<file path="config.mk">
export PLATFORM = sky130hd
export DESIGN_NAME = ps2_kbd_rx_flat
export DESIGN_NICKNAME = d
export VERILOG_FILES = /design/src/rtl/ps2_kbd_rx_if.sv /design/src/rtl/ps2_kbd_rx.sv /design/src/flat_wrapper.sv
export SDC_FILE = /design/constraint.sdc
export NUM_CORES = 1
export LEC_CHECK = 0
export BUFFER_PORTS_ARGS = -buffer_cell sky130_fd_sc_hd__buf_2
export CAP_MARGIN = 20
export CORE_ASPECT_RATIO = 0.8
export CORE_MARGIN = 2
export CORE_UTILIZATION = 60
export CTS_CLUSTER_DIAMETER = 40
export DETAILED_ROUTE_END_ITERATION = 12
export PLACE_DENSITY = 0.88
export SYNTH_ARGS = -nofsm -noshare
export SYNTH_HDL_FRONTEND = slang
export SYNTH_SLANG_ARGS = --single-unit
</file>
<file path="constraint.sdc">
create_clock -name clk -period 6.65 [get_ports clk]
set_input_delay 0.665 -clock clk [delete_from_list [all_inputs] [get_ports clk]]
set_output_delay 0.665 -clock clk [all_outputs]
set_load 0.05 [all_outputs]
</file>
<file path="src/rtl/ps2_kbd_rx_if.sv">
// Bus-side view of the PS/2 keyboard receiver: pop/clear strobes from the
// bus decoder and the FIFO head, ready and sticky error flags back to it.
interface ps2_kbd_rx_if;
  logic       rd;
  logic       err_clr;
  logic [7:0] kbd_data;
  logic       kbd_ready;
  logic       overflow;
  logic       frame_err;

  modport master (
    output rd,
    output err_clr,
    input  kbd_data,
    input  kbd_ready,
    input  overflow,
    input  frame_err
  );

  modport slave (
    input  rd,
    input  err_clr,
    output kbd_data,
    output kbd_ready,
    output overflow,
    output frame_err
  );
endinterface

</file>
<file path="src/rtl/ps2_kbd_rx.sv">
// PS/2 keyboard receiver: synchronises the PS/2 pins, deframes 11-bit frames
// (start, 8 data LSB-first, odd parity, stop) and queues good scan codes.
module ps2_kbd_rx #(
  parameter int FIFO_DEPTH = 8,
  parameter int TIMEOUT    = 100000
) (
  input  logic             clk,
  input  logic             rst,
  input  logic             ps2_clk,
  input  logic             ps2_data,
  ps2_kbd_rx_if.slave      bus
);

  localparam int              AW      = $clog2(FIFO_DEPTH);
  localparam int              PW      = AW + 1;
  localparam logic [PW-1:0]   FULL_X  = PW'(FIFO_DEPTH);
  localparam logic [16:0]     TMO_LIM = 17'(TIMEOUT);

  typedef enum logic [1:0] {
    S_IDLE   = 2'd0,
    S_DATA   = 2'd1,
    S_PARITY = 2'd2,
    S_STOP   = 2'd3
  } state_t;

  function automatic logic odd_parity_ok(input logic [7:0] d, input logic p);
    return (^d) ^ p;
  endfunction

  logic          clk_s1_q, clk_s2_q, clk_prev_q, dat_s1_q, dat_s2_q;
  logic          fall_s, tmo_hit_s, push_req_s, ferr_set_s;
  logic          empty_s, full_s, pop_s, push_s, ovf_set_s;
  state_t        state_q, state_d;
  logic [2:0]    bit_cnt_q, bit_cnt_d;
  logic [7:0]    shift_q, shift_d;
  logic          par_q, par_d;
  logic [16:0]   tmo_q, tmo_d;
  logic [PW-1:0] wr_q, wr_d, rd_q, rd_d;
  logic          ready_q, ready_d, ovf_q, ovf_d, ferr_q, ferr_d;
  logic [7:0]    mem_q [FIFO_DEPTH];

  // Two-flop synchronisers plus the previous synced clock for edge detection
  always_ff @(posedge clk or negedge rst) begin
    if (!rst) begin
      clk_s1_q   <= 1'b1;
      clk_s2_q   <= 1'b1;
      clk_prev_q <= 1'b1;
      dat_s1_q   <= 1'b1;
      dat_s2_q   <= 1'b1;
    end else begin
      clk_s1_q   <= ps2_clk;
      clk_s2_q   <= clk_s1_q;
      clk_prev_q <= clk_s2_q;
      dat_s1_q   <= ps2_data;
      dat_s2_q   <= dat_s1_q;
    end
  end

  assign fall_s    = clk_prev_q & ~clk_s2_q;
  assign tmo_hit_s = (state_q != S_IDLE) && !fall_s && (tmo_q == TMO_LIM);

  // Deframing next-state logic
  always_comb begin
    state_d    = state_q;
    bit_cnt_d  = bit_cnt_q;
    shift_d    = shift_q;
    par_d      = par_q;
    push_req_s = 1'b0;
    ferr_set_s = 1'b0;
    if (state_q == S_IDLE || fall_s || tmo_hit_s) begin
      tmo_d = 17'd0;
    end else begin
      tmo_d = tmo_q + 17'd1;
    end
    case (state_q)
      S_IDLE: begin
        if (fall_s && !dat_s2_q) begin
          state_d   = S_DATA;
          bit_cnt_d = 3'd0;
        end else begin
          state_d = S_IDLE;
        end
      end
      S_DATA: begin
        if (fall_s) begin
          shift_d   = {dat_s2_q, shift_q[7:1]};
          bit_cnt_d = bit_cnt_q + 3'd1;
          state_d   = (bit_cnt_q == 3'd7) ? S_PARITY : S_DATA;
        end else if (tmo_hit_s) begin
          state_d = S_IDLE;
        end else begin
          state_d = S_DATA;
        end
      end
      S_PARITY: begin
        if (fall_s) begin
          par_d   = dat_s2_q;
          state_d = S_STOP;
        end else if (tmo_hit_s) begin
          state_d = S_IDLE;
        end else begin
          state_d = S_PARITY;
        end
      end
      S_STOP: begin
        if (fall_s) begin
          state_d = S_IDLE;
          if (odd_parity_ok(shift_q, par_q) && dat_s2_q) begin
            push_req_s = 1'b1;
          end else begin
            ferr_set_s = 1'b1;
          end
        end else if (tmo_hit_s) begin
          state_d = S_IDLE;
        end else begin
          state_d = S_STOP;
        end
      end
      default: state_d = S_IDLE;
    endcase
  end

  // FSM and frame registers
  always_ff @(posedge clk or negedge rst) begin
    if (!rst) begin
      state_q   <= S_IDLE;
      bit_cnt_q <= 3'd0;
      shift_q   <= 8'h00;
      par_q     <= 1'b0;
      tmo_q     <= 17'd0;
    end else begin
      state_q   <= state_d;
      bit_cnt_q <= bit_cnt_d;
      shift_q   <= shift_d;
      par_q     <= par_d;
      tmo_q     <= tmo_d;
    end
  end

  // A pop on a full FIFO frees the slot the simultaneous push needs
  assign empty_s   = (wr_q == rd_q);
  assign full_s    = ((wr_q ^ rd_q) == FULL_X);
  assign pop_s     = bus.rd && !empty_s;
  assign push_s    = push_req_s && (!full_s || pop_s);
  assign ovf_set_s = push_req_s && full_s && !pop_s;

  // FIFO pointer and sticky flag next-state logic
  always_comb begin
    wr_d    = push_s ? (wr_q + PW'(1)) : wr_q;
    rd_d    = pop_s  ? (rd_q + PW'(1)) : rd_q;
    ready_d = (wr_d != rd_d);
    if (ovf_set_s) begin
      ovf_d = 1'b1;
    end else if (bus.err_clr) begin
      ovf_d = 1'b0;
    end else begin
      ovf_d = ovf_q;
    end
    if (ferr_set_s) begin
      ferr_d = 1'b1;
    end else if (bus.err_clr) begin
      ferr_d = 1'b0;
    end else begin
      ferr_d = ferr_q;
    end
  end

  // FIFO pointers, ready and sticky flags
  always_ff @(posedge clk or negedge rst) begin
    if (!rst) begin
      wr_q    <= '0;
      rd_q    <= '0;
      ready_q <= 1'b0;
      ovf_q   <= 1'b0;
      ferr_q  <= 1'b0;
    end else begin
      wr_q    <= wr_d;
      rd_q    <= rd_d;
      ready_q <= ready_d;
      ovf_q   <= ovf_d;
      ferr_q  <= ferr_d;
    end
  end

  // Scan-code storage; contents only matter between the pointers
  always_ff @(posedge clk) begin
    if (push_s) begin
      mem_q[wr_q[AW-1:0]] <= shift_q;
    end
  end

  assign bus.kbd_data  = empty_s ? 8'h00 : mem_q[rd_q[AW-1:0]];
  assign bus.kbd_ready = ready_q;
  assign bus.overflow  = ovf_q;
  assign bus.frame_err = ferr_q;

endmodule

</file>
<file path="src/flat_wrapper.sv">
// flat-port wrapper written by rule: the top's interface ports become plain ports
module ps2_kbd_rx_flat 
#(
  parameter int FIFO_DEPTH = 8,
  parameter int TIMEOUT    = 100000
)
  (clk, rst, ps2_clk, ps2_data, bus_rd, bus_err_clr, bus_kbd_data, bus_kbd_ready, bus_overflow, bus_frame_err);
  ps2_kbd_rx_if bus_i ();
  input  logic clk;
  input  logic rst;
  input  logic ps2_clk;
  input  logic ps2_data;
  input wire logic [$bits(bus_i.rd)-1:0] bus_rd;
  input wire logic [$bits(bus_i.err_clr)-1:0] bus_err_clr;
  output wire logic [$bits(bus_i.kbd_data)-1:0] bus_kbd_data;
  output wire logic [$bits(bus_i.kbd_ready)-1:0] bus_kbd_ready;
  output wire logic [$bits(bus_i.overflow)-1:0] bus_overflow;
  output wire logic [$bits(bus_i.frame_err)-1:0] bus_frame_err;
  assign bus_i.rd = bus_rd;
  assign bus_i.err_clr = bus_err_clr;
  assign bus_kbd_data = bus_i.kbd_data;
  assign bus_kbd_ready = bus_i.kbd_ready;
  assign bus_overflow = bus_i.overflow;
  assign bus_frame_err = bus_i.frame_err;
  ps2_kbd_rx #(.FIFO_DEPTH(FIFO_DEPTH), .TIMEOUT(TIMEOUT)) u_core (.clk(clk), .rst(rst), .ps2_clk(ps2_clk), .ps2_data(ps2_data), .bus(bus_i));
endmodule
</file>
==> results of run 1 <==
## metal layers
layer	vias to the layer above	global-route usage	share of wire
met2	71	0.311	0.49
met3	9	0.0450	0.044
met5	-	0	0
li1	1260	-	-
met4	0	0.0691	0.014
met1	1383	0.278	0.45
## through the flow
stage                util  hold WS [ps]  power [uW]  area, sq um
finish              0.668           140        1980         5290
global route        0.668           140        2080         5290
CTS                 0.664           361        1990         5250
detailed placement  0.643           348        1640         5080
global placement    0.643           346        1620         5080
floorplan               -           345        1500         4900
## sequential cells by signal, summed over array words and instances (netlist names)
| register | count |
|---|---|
| u_core.par_q | 1 |
| u_core.clk_prev_q | 1 |
| u_core.clk_s1_q | 1 |
| u_core.dat_s1_q | 1 |
| u_core.wr_q | 4 |
| u_core.rd_q | 4 |
| u_core.bus.overflow | 1 |
| u_core.clk_s2_q | 1 |
| u_core.dat_s2_q | 1 |
| u_core.state_q | 2 |
| u_core.bus.frame_err | 1 |
| u_core.tmo_q | 17 |
| u_core.shift_q | 8 |
| u_core.bit_cnt_q | 3 |
| u_core.mem_q | 64 |
| u_core.bus.kbd_ready | 1 |
## power by group
group / internal [uW] / leakage (uW) / switching, uW
combinational: 306 / 0.000746 / 399
clock: 137 / 0.0000792 / 218
sequential: 812 / 0.00121 / 108
## kinds of logic after synthesis
family	after synthesis
buffers and inverters	19
XOR/XNOR	38
AO/OA/AOI/OAI	19
flip-flops	111
multiplexers	37
AND/OR/NAND/NOR	99
adder cells (fa/ha/maj)	6
## critical path, cell delays in order, from the launching register on
cell and delay [ps]:
dfrtp_1 970, xnor2_2 230, nand3_2 130, nor2_1 620, nor2_1 110, buf_2 240
## worst paths after layout
| path | from | end | slack (ps) |
|---|---|---|---|
| min in group clk | u_core.dat_s1_q$_DFF_PN1_ | u_core.dat_s2_q$_DFF_PN1_ | 360 |
| max | u_core.rd_q[1]$_DFF_PN0_ | bus_kbd_data[2] | 3320 |
| max reg2reg | u_core.rd_q[1]$_DFF_PN0_ | u_core.mem_q[5][5]$_DFFE_PP_ | 4050 |
| min | rst | u_core.tmo_q[3]$_DFF_PN0_ | 140 |
| max in group asynchronous | rst | u_core.clk_prev_q$_DFF_PN1_ | 5970 |
| min reg2reg | u_core.dat_s1_q$_DFF_PN1_ | u_core.dat_s2_q$_DFF_PN1_ | 360 |
## cells in the mapped netlist, types with 2 or more instances
master	number	area, sq um
edfxtp_1	64	1920
dfrtp_1	42	1050
nor2_1	33	124
nand2_1	17	63.8
xnor2_1	17	149
mux4_2	16	360
xor2_1	16	140
nand3_1	11	55.1
mux2_2	10	113
mux2i_1	10	100
inv_1	8	30.0
and3_1	7	43.8
o21ai_0	7	35.0
ha_1	6	75.1
nor3_1	6	30.0
nor4_1	6	37.5
dfstp_2	5	131
nand4_1	4	25.0
a22o_1	3	26.3
and4_1	3	26.3
buf_2	3	15.0
clkbuf_1	3	11.3
a31oi_1	2	12.5
and2_1	2	12.5
buf_4	2	15.0
buf_6	2	22.5
nand2b_1	2	12.5
nand3_2	2	20.0
nand3b_1	2	15.0
xnor2_2	2	32.5
xnor2_4	2	55.1
## final cells by class
| cell class | instances | area share |
|---|---|---|
| inverters | 8 | 0.00568 |
| clock buffers | 10 | 0.0241 |
| multi-input cells | 199 | 0.321 |
| well taps | 108 | 0.0256 |
| clock inverters | 6 | 0.00805 |
| repair buffers | 24 | 0.0284 |
| flip-flops and latches | 111 | 0.587 |
==> run_results.csv, run 1 <==
group,metric,value,unit
place,io_buffers,16,
synthesis,synth-async-reset-ratio,0.423,
die,die_w,105,um
synthesis,yosys.area_share.simple,0.103,
die,dieArea,0.00890,sq mm
timing,final.setup.worst_slack,3320,ps
die,start_util,0.619,
synthesis,synth_compound_area_frac,0.0263,
timing,post-route-period-util,0.501,
timing,rsz0062_at_grt,"false",
global_routing,grt.overflow.total,0,
timing,setup_violations,0,
global_routing,antenna_found_initial,0,
timing,worstMarginPinSlew,934,ps
synthesis,synthCells,329,
synthesis,synth_nets,341,
clock_tree,cts_sinks,111,
finish,stdcell_count,466,
timing,period_needed,3330,ps
synthesis,synth-seq-cells,111,
synthesis,ys_types,45,
place,dp.cells,447,
routing,routed_wl,8210,um
routing,wl_per_cell,17.6,um
routing,drc,0,
clock_tree,cts_root_buf,"clkbuf_8",
hold_path,worstHoldPathType,"in -> async",
clock_tree,clkTransAtPathRegs,100,ps
global_routing,grt_usage,0.198,
finish,fillers,560,
clock_tree,post-cts-setup-buffers,0,
synthesis,syn_avg_cell_area,14.9,sq um
routing,drtIter0Drc,147,
global_routing,grt_max_degree,48,
clock_tree,htreeDepth,3,
timing,setup_tns,0,ps
synthesis,ys_seq_area_frac,0.634,
finish,multiInputGateArea,0.00170,sq mm
synthesis,netlist_area,0.00490,sq mm
power_and_ir_drop,ir_worst_vdd,0.241,mV
clock_tree,clockBufferDepth,2,
clock_tree,holdBufCountCts,0,
worst_setup_path,critPathLaunchType,"register",
status,status,"finished clean",
synthesis,synth.mux.area_fraction,0.120,
finish,fin_nets,365,
routing,vias,2723,
clock_tree,clk_latency,370,ps
timing,hold_viol,0,
power_and_ir_drop,pwr_density_cell,375,mW/mm^2
die,rows,29,
worst_setup_path,cp.arrival,2670,ps
place,gp_congestion,0.802,
worst_setup_path,r2r_cells,5,
finish,final_common_cell,"edfxtp_1",
timing,timing.fmax,300,MHz
global_routing,grt_first_pass_wirelength,13300,um
worst_setup_path,crit_path_end_kind,"output pin",
routing,via_per_inst,5.84,
synthesis,yosys_warnings,0,
die,dieHeight,84.8,um
routing,ant_nets,0,
worst_setup_path,path_class,"reg -> out",
synthesis,synth-xor-area-share,0.0818,
timing,slew_violations,0,
clock_tree,cts_made_buffers,9,
place,dp_hpwl,5590,um
synthesis,synth_top_family_by_area,"multiplexers",
synthesis,synth_fa_ha_area_frac,0.0153,
finish,diodes,0,
power_and_ir_drop,leakage,0.00204,uW
place,pre_cts_ws,3670,ps
finish,layout_common_cells,"64 x edfxtp_1, 42 x dfrtp_1, 33 x nor2_1",
finish,area_growth,7.92,%
die,ios,17,
clock_tree,ctsResizeCount,0,
finish,final-seq-area,0.00310,sq mm
clock_tree,cts_tree,"done",
worst_setup_path,cp.required,5980,ps
timing,slew_headroom,0.378,
finish,drive_above_1_share,0.226,
flow_run,cap_violations,0,
routing,drt_pass1_iterations,4,
die,core_area,0.00791,sq mm
worst_setup_path,crit_fanout,21,
timing,skew,12.0,ps
global_routing,grt_pass1_vias,2641,
synthesis,synth-edff-count,64,
synthesis,synthFlopType,"edfxtp_1",
Note: power is estimated with default switching activity, not from simulation.
==> run 2, diff against run 1 <==
--- a/config.mk
+++ b/config.mk
@@ -9,10 +9,10 @@
 export CAP_MARGIN = 20
 export CORE_ASPECT_RATIO = 0.8
 export CORE_MARGIN = 2
-export CORE_UTILIZATION = 60
+export CORE_UTILIZATION = 55
 export CTS_CLUSTER_DIAMETER = 40
 export DETAILED_ROUTE_END_ITERATION = 12
-export PLACE_DENSITY = 0.88
+export PLACE_DENSITY = 0.86
 export SYNTH_ARGS = -nofsm -noshare
 export SYNTH_HDL_FRONTEND = slang
 export SYNTH_SLANG_ARGS = --single-unit
==> constraint.sdc (replaced) <==
create_clock -name clk -period 3 [get_ports clk]
set_input_delay 0.3 -clock clk [delete_from_list [all_inputs] [get_ports clk]]
set_output_delay 0.3 -clock clk [all_outputs]
set_load 0.05 [all_outputs]
==> run 2 against run 1 <==
Clock power is 130% higher. Clock skew is 0.51 ps higher. Highest routed layer unchanged. Combinational power is 140% higher. Flip-flop and latch count stayed put. Count of clock-buffer cells in the layout stayed put. Sequential share of layout area is 0.94 points lower.
==> run_results.csv, run 2 (synthesis gave the netlist of run 1 again) <==
group,metric,value,unit
status,status,"finished clean",
worst_setup_path,r2r_setup_slack,520,ps
routing,routed_wl,8250,um
place,dp_hpwl,5720,um
die,dieHeight,88.4,um
finish,drive_above_1_share,0.233,
global_routing,grt_usage,0.194,
clock_tree,cts_sinks,111,
die,rows,30,
die,ios,17,
global_routing,grt.overflow.total,0,
finish,area_growth,9.68,%
clock_tree,clockBufferDepth,2,
timing,timing.fmax,404,MHz
finish,fillers,635,
routing,ant_nets,0,
clock_tree,ctsResizeCount,0,
routing,vias,2701,
routing,via_per_inst,5.66,
hold_path,holdPathEnd,"u_core.bus.overflow$_DFFE_PN0P_",
worst_setup_path,cp.required,3040,ps
finish,diodes,0,
worst_setup_path,path_class,"reg -> reg",
global_routing,grt_first_pass_wirelength,13700,um
timing,slew_violations,0,
timing,hold_viol,0,
timing,setup_violations,0,
place,io_buffers,16,
finish,fin_nets,372,
global_routing,antenna_found_initial,0,
clock_tree,clkTransAtPathRegs,100,ps
worst_setup_path,worstReg2RegEnd,"u_core.mem_q[5][7]$_DFFE_PP_",
power_and_ir_drop,p_int,2840,uW
power_and_ir_drop,ir_worst_vdd,0.413,mV
hold_path,min_path_cells,3,
global_routing,grt_max_degree,48,
die,start_util,0.572,
power_and_ir_drop,clockPowerShare,0.185,
power_and_ir_drop,switching_share,0.369,
timing,worstMarginPinSlew,552,ps
routing,drc,0,
clock_tree,clk_latency,370,ps
die,die_w,110,um
place,gp_congestion,0.824,
worst_setup_path,critPathLaunchType,"register",
timing,skew,12.5,ps
timing,post-route-period-util,0.825,
power_and_ir_drop,p_switching,1660,uW
clock_tree,htreeDepth,3,
finish,layout_common_cells,"64 x edfxtp_1, 42 x dfrtp_1, 33 x nor2_1",
worst_setup_path,r2r_cells,5,
clock_tree,cts_root_buf,"clkbuf_8",
clock_tree,holdBufCountCts,2,
power_and_ir_drop,pwr_density_cell,837,mW/mm^2
routing,drtIter0Drc,179,
power_and_ir_drop,p_seq_frac,0.437,
worst_setup_path,crit_fanout,11,
hold_path,worstHoldPathType,"in -> reg",
timing,setup_tns,0,ps
flow_run,cap_violations,0,
power_and_ir_drop,leakage,0.00208,uW
hold_path,worstHoldStart,"bus_err_clr",
die,core_area,0.00856,sq mm
routing,drt_pass1_iterations,6,
power_and_ir_drop,p_comb_frac,0.378,
clock_tree,post-cts-setup-buffers,0,
timing,hold_ws,183,ps
finish,final_common_cell,"edfxtp_1",
clock_tree,cts_made_buffers,9,
worst_setup_path,cp.arrival,2520,ps
clock_tree,cts_tree,"done",
worst_setup_path,crit_path_end_kind,"register",
worst_setup_path,r2r-start,"u_core.shift_q[2]$_DFFE_PN0P_",
finish,largest_reg_flops,64,
finish,multiInputGateArea,0.00170,sq mm
timing,slew_headroom,0.629,
finish,final-seq-area,0.00310,sq mm
timing,period_needed,2480,ps
routing,wl_per_cell,17.3,um
timing,rsz0062_at_grt,"false",
global_routing,grt_pass1_vias,2771,
die,dieArea,0.00968,sq mm
[run 2: worst max-delay path, stage by stage (launching register included)]
cell,delay (ps)
dfrtp_1,510
xnor2_1,210
xnor3_2,490
xnor2_4,260
and3_4,250
and4_1,430
[run 2: worst max-delay path by stage]
stage	from	end	slack [ps]	cells after the start
floorplan	u_core.shift_q[2]$_DFFE_PN0P_	u_core.mem_q[0][0]$_DFFE_PP_	300	5
global placement	u_core.shift_q[2]$_DFFE_PN0P_	u_core.mem_q[5][3]$_DFFE_PP_	560	5
detailed placement	u_core.shift_q[2]$_DFFE_PN0P_	u_core.mem_q[5][3]$_DFFE_PP_	490	5
CTS	u_core.shift_q[2]$_DFFE_PN0P_	u_core.mem_q[5][2]$_DFFE_PP_	480	5
global route	u_core.shift_q[2]$_DFFE_PN0P_	u_core.mem_q[5][0]$_DFFE_PP_	370	5
finish	u_core.shift_q[2]$_DFFE_PN0P_	u_core.mem_q[5][7]$_DFFE_PP_	520	5
[run 2: per-stage QoR]
stage               std cells   util  area [sq um]  setup WS [ps]  total power (uW)
floorplan                 329      -          4900            301              3320
global placement          456  0.599          5120            557              3660
detailed placement        456  0.599          5120            494              3710
CTS                       474  0.623          5330            476              4550
global route              477  0.628          5370            373              4740
finish                    477  0.628          5370            524              4500
[run 2: cell type report]
class | count | area share
clock inverter | 6 | 0.0114
inverter | 8 | 0.00559
tap | 112 | 0.0261
clock buffer | 10 | 0.0238
timing repair buffer | 31 | 0.0396
multi-input combinational | 199 | 0.316
sequential | 111 | 0.578
[run 2: power by group through the flow]
stage | sequential (uW) | combinational [uW] | clock, uW
finish | 1970 | 1700 | 830
global route | 2000 | 1830 | 914
CTS | 1970 | 1720 | 859
detailed placement | 2000 | 1710 | 0
global placement | 1980 | 1680 | 0
floorplan | 1970 | 1360 | 0
[run 2: per-layer routing]
layer  global-route usage  share of wire
met1                0.259           0.43
met2                0.313           0.50
met3               0.0626          0.062
met4               0.0518          0.013
met5                    0              0
==> run 3, diff against run 2 <==
--- a/config.mk
+++ b/config.mk
@@ -5,14 +5,15 @@
 export SDC_FILE = /design/constraint.sdc
 export NUM_CORES = 1
 export LEC_CHECK = 0
+export ABC_AREA = 1
 export BUFFER_PORTS_ARGS = -buffer_cell sky130_fd_sc_hd__buf_2
 export CAP_MARGIN = 20
 export CORE_ASPECT_RATIO = 0.8
 export CORE_MARGIN = 2
-export CORE_UTILIZATION = 55
+export CORE_UTILIZATION = 60
 export CTS_CLUSTER_DIAMETER = 40
 export DETAILED_ROUTE_END_ITERATION = 12
-export PLACE_DENSITY = 0.86
+export PLACE_DENSITY = 0.88
 export SYNTH_ARGS = -nofsm -noshare
 export SYNTH_HDL_FRONTEND = slang
 export SYNTH_SLANG_ARGS = --single-unit
==> constraint.sdc (replaced) <==
create_clock -name clk -period 2.52 [get_ports clk]
set_input_delay 0.252 -clock clk [delete_from_list [all_inputs] [get_ports clk]]
set_output_delay 0.252 -clock clk [all_outputs]
set_load 0.05 [all_outputs]
==> run 3 against run 2 <==
Clock skew is 0.94 ps higher. Count of clock-buffer cells in the layout is the same. Total power up 28%. Flip-flop and latch count unchanged. Utilization up 6.7 points. Via count grew 38%. Non-clock buffer count rose by 7. Combinational power grew 34%. Sequential share of layout area is 2.2 points lower. Cell count is 40% higher. First-iteration DRC count grew 59%. Area after synthesis rose by 3.2%.
==> run_results.csv, run 3 <==
group,metric,value,unit
status,status,"finished clean",
worst_setup_path,crit_start,"u_core.wr_q[2]$_DFF_PN0_",
global_routing,grt_pass1_vias,3581,
power_and_ir_drop,pwr_density_cell,1030,mW/mm^2
die,rows,29,
place,dp_hpwl,6960,um
synthesis,synth-async-reset-ratio,0.423,
hold_path,worstHoldPathType,"in -> reg",
routing,ant_nets,0,
routing,drc,0,
timing,slew_violations,0,
routing,vias,3731,
clock_tree,clkTransAtPathRegs,100,ps
die,start_util,0.628,
synthesis,synthFlopType,"edfxtp_1",
synthesis,yosys_warnings,0,
synthesis,synth-edff-count,64,
synthesis,synthCells,520,
synthesis,synth-seq-cells,111,
timing,hold_viol,0,
synthesis,netlist_area,0.00506,sq mm
finish,final_common_cell,"nand2_1",
clock_tree,cts_sinks,111,
finish,stdcell_count,666,
synthesis,yosysTopAreaCell,"edfxtp_1",
timing,setup_tns,0,ps
worst_setup_path,crit_path_end_kind,"output pin",
timing,post-route-period-util,0.966,
finish,largest_reg_flops,64,
clock_tree,clockBufferDepth,2,
timing,skew,13.5,ps
global_routing,grt_first_pass_wirelength,16700,um
die,dieHeight,86.1,um
die,ios,17,
routing,via_per_inst,5.60,
timing,worstMarginPinSlew,578,ps
place,dp.cells,647,
synthesis,synthTopCellsByArea,"edfxtp_1 38%, dfrtp_1 21%, nand2_1 6.6%, nor2_1 5.9%, o21ai_0 5.3%",
global_routing,grt_max_degree,46,
synthesis,ys_seq_area_frac,0.614,
global_routing,antenna_found_initial,0,
routing,drt_pass1_iterations,5,
global_routing,grt.overflow.total,0,
clock_tree,cts_made_buffers,9,
worst_setup_path,cp.arrival,2180,ps
global_routing,grt_usage,0.239,
finish,drive_above_1_share,0.158,
finish,layout_common_cells,"89 x nand2_1, 79 x nor2_1, 64 x edfxtp_1",
clock_tree,post-cts-setup-buffers,0,
worst_setup_path,critPathLaunchType,"register",
hold_path,worstHoldStart,"bus_err_clr",
finish,diodes,0,
synthesis,yosys-top-cells-count,"89 x nand2_1, 79 x nor2_1, 64 x edfxtp_1",
power_and_ir_drop,leakage,0.00226,uW
timing,slew_headroom,0.614,
finish,final_core_util,0.695,
finish,area_growth,10.7,%
worst_setup_path,crit_fanout,10,
finish,fin_nets,566,
worst_setup_path,r2r-start,"u_core.shift_q[4]$_DFFE_PN0P_",
worst_setup_path,cp.required,2270,ps
synthesis,synth_nets,532,
timing,setup_violations,0,
die,core_area,0.00806,sq mm
synthesis,ys_types,31,
timing,hold_ws,59.1,ps
routing,drtIter0Drc,285,
clock_tree,htreeDepth,3,
die,dieArea,0.00918,sq mm
place,io_buffers,16,
power_and_ir_drop,p_total,5760,uW
timing,timing.fmax,411,MHz
synthesis,syn_avg_cell_area,9.72,sq um
clock_tree,clk_latency,380,ps
clock_tree,cts_tree,"done",
routing,wl_per_cell,15.6,um
timing,period_needed,2430,ps
worst_setup_path,path_class,"reg -> out",
synthesis,synth_top_area_frac,0.380,
synthesis,synth.most_common_cell,"nand2_1",
flow_run,cap_violations,0,
die,die_w,107,um
routing,routed_wl,10400,um
power_and_ir_drop,ir_worst_vdd,0.522,mV
place,gp_congestion,0.863,
clock_tree,cts_root_buf,"clkbuf_8",
run 3: cell types whose count changed in the layout (fill, tap and decap cells not counted), sizes merged, moves of 11 or more:
cell,change
nand2,+75
nor2,+58
inv,+50
o21ai,+49
xnor2,-17
mux4,-16
nand3,+13
mux2,-11
nor3,+11
run 3: final timing paths:
| path | slack, ps | cells after the start | endpoint |
|---|---|---|---|
| worst min register to register | 360 | 0 | u_core.clk_s2_q$_DFF_PN1_ |
| min in group asynchronous | 400 | 2 | u_core.tmo_q[0]$_DFF_PN0_ |
| worst max-delay path | 90 | 7 | bus_kbd_data[5] |
| worst min-delay path | 60 | 2 | u_core.bus.overflow$_DFFE_PN0P_ |
| max in group asynchronous | 1400 | 4 | u_core.clk_s1_q$_DFF_PN1_ |
| worst max register to register | 210 | 12 | u_core.mem_q[2][5]$_DFFE_PP_ |
run 3: area by class of cell:
class / count / area, sq um
well taps: 108 / 135
clock inverters: 5 / 41.3
flip-flops and latches: 111 / 3110
inverters: 59 / 221
multi-input cells: 335 / 1670
repair buffers: 38 / 285
fillers: 588 / 2460
clock buffers: 10 / 128
run 3: repair_timing:
action,in CTS,in global routing
hold buffers,2,1
hold endpoints to repair,2,22
setup endpoints to repair,0,23
resized for setup,0,13
run 3: power by group:
| part | switching, uW | leakage (uW) | internal (uW) | total (uW) |
|---|---|---|---|---|
| clock network | 584 | 0.0000812 | 366 | 950 |
| logic | 1570 | 0.000991 | 709 | 2280 |
| registers | 317 | 0.00119 | 2210 | 2530 |
run 3: cells by family (layout without fill, tap and decap cells):
family	after synthesis	in the layout	share of synthesized area
AO/OA/AOI/OAI	81	81	0.0856
buffers and inverters	74	112	0.0559
flip-flops	111	111	0.614
adder cells (fa/ha/maj)	6	6	0.0148
AND/OR/NAND/NOR	238	238	0.212
XOR/XNOR	10	10	0.0173
run 3: critical path: stages (launching register included):
cell     delay [ps]
dfrtp_1         540
xnor2_1         200
nand3_1         170
nor2_2           80
inv_2           150
o21ai_0         130
a31oi_1         230
buf_2           300
run 3: layer usage:
| metal | share of wire | global-route usage | vias up | wire length [um] |
|---|---|---|---|---|
| li1 | - | - | 1808 | - |
| met1 | 0.40 | 0.296 | 1769 | 4200 |
| met2 | 0.51 | 0.417 | 141 | 5330 |
| met3 | 0.067 | 0.0578 | 13 | 694 |
| met4 | 0.015 | 0.0791 | 0 | 151 |
| met5 | 0 | 0 | - | 0 |
run 3: stage by stage:
step / setup WS (ps) / instance area [sq um]
floorplan: 191 / 5060
global placement: 412 / 5350
detailed placement: 178 / 5350
CTS: 31.3 / 5530
global route: -0.985 / 5600
finish: 86.5 / 5600
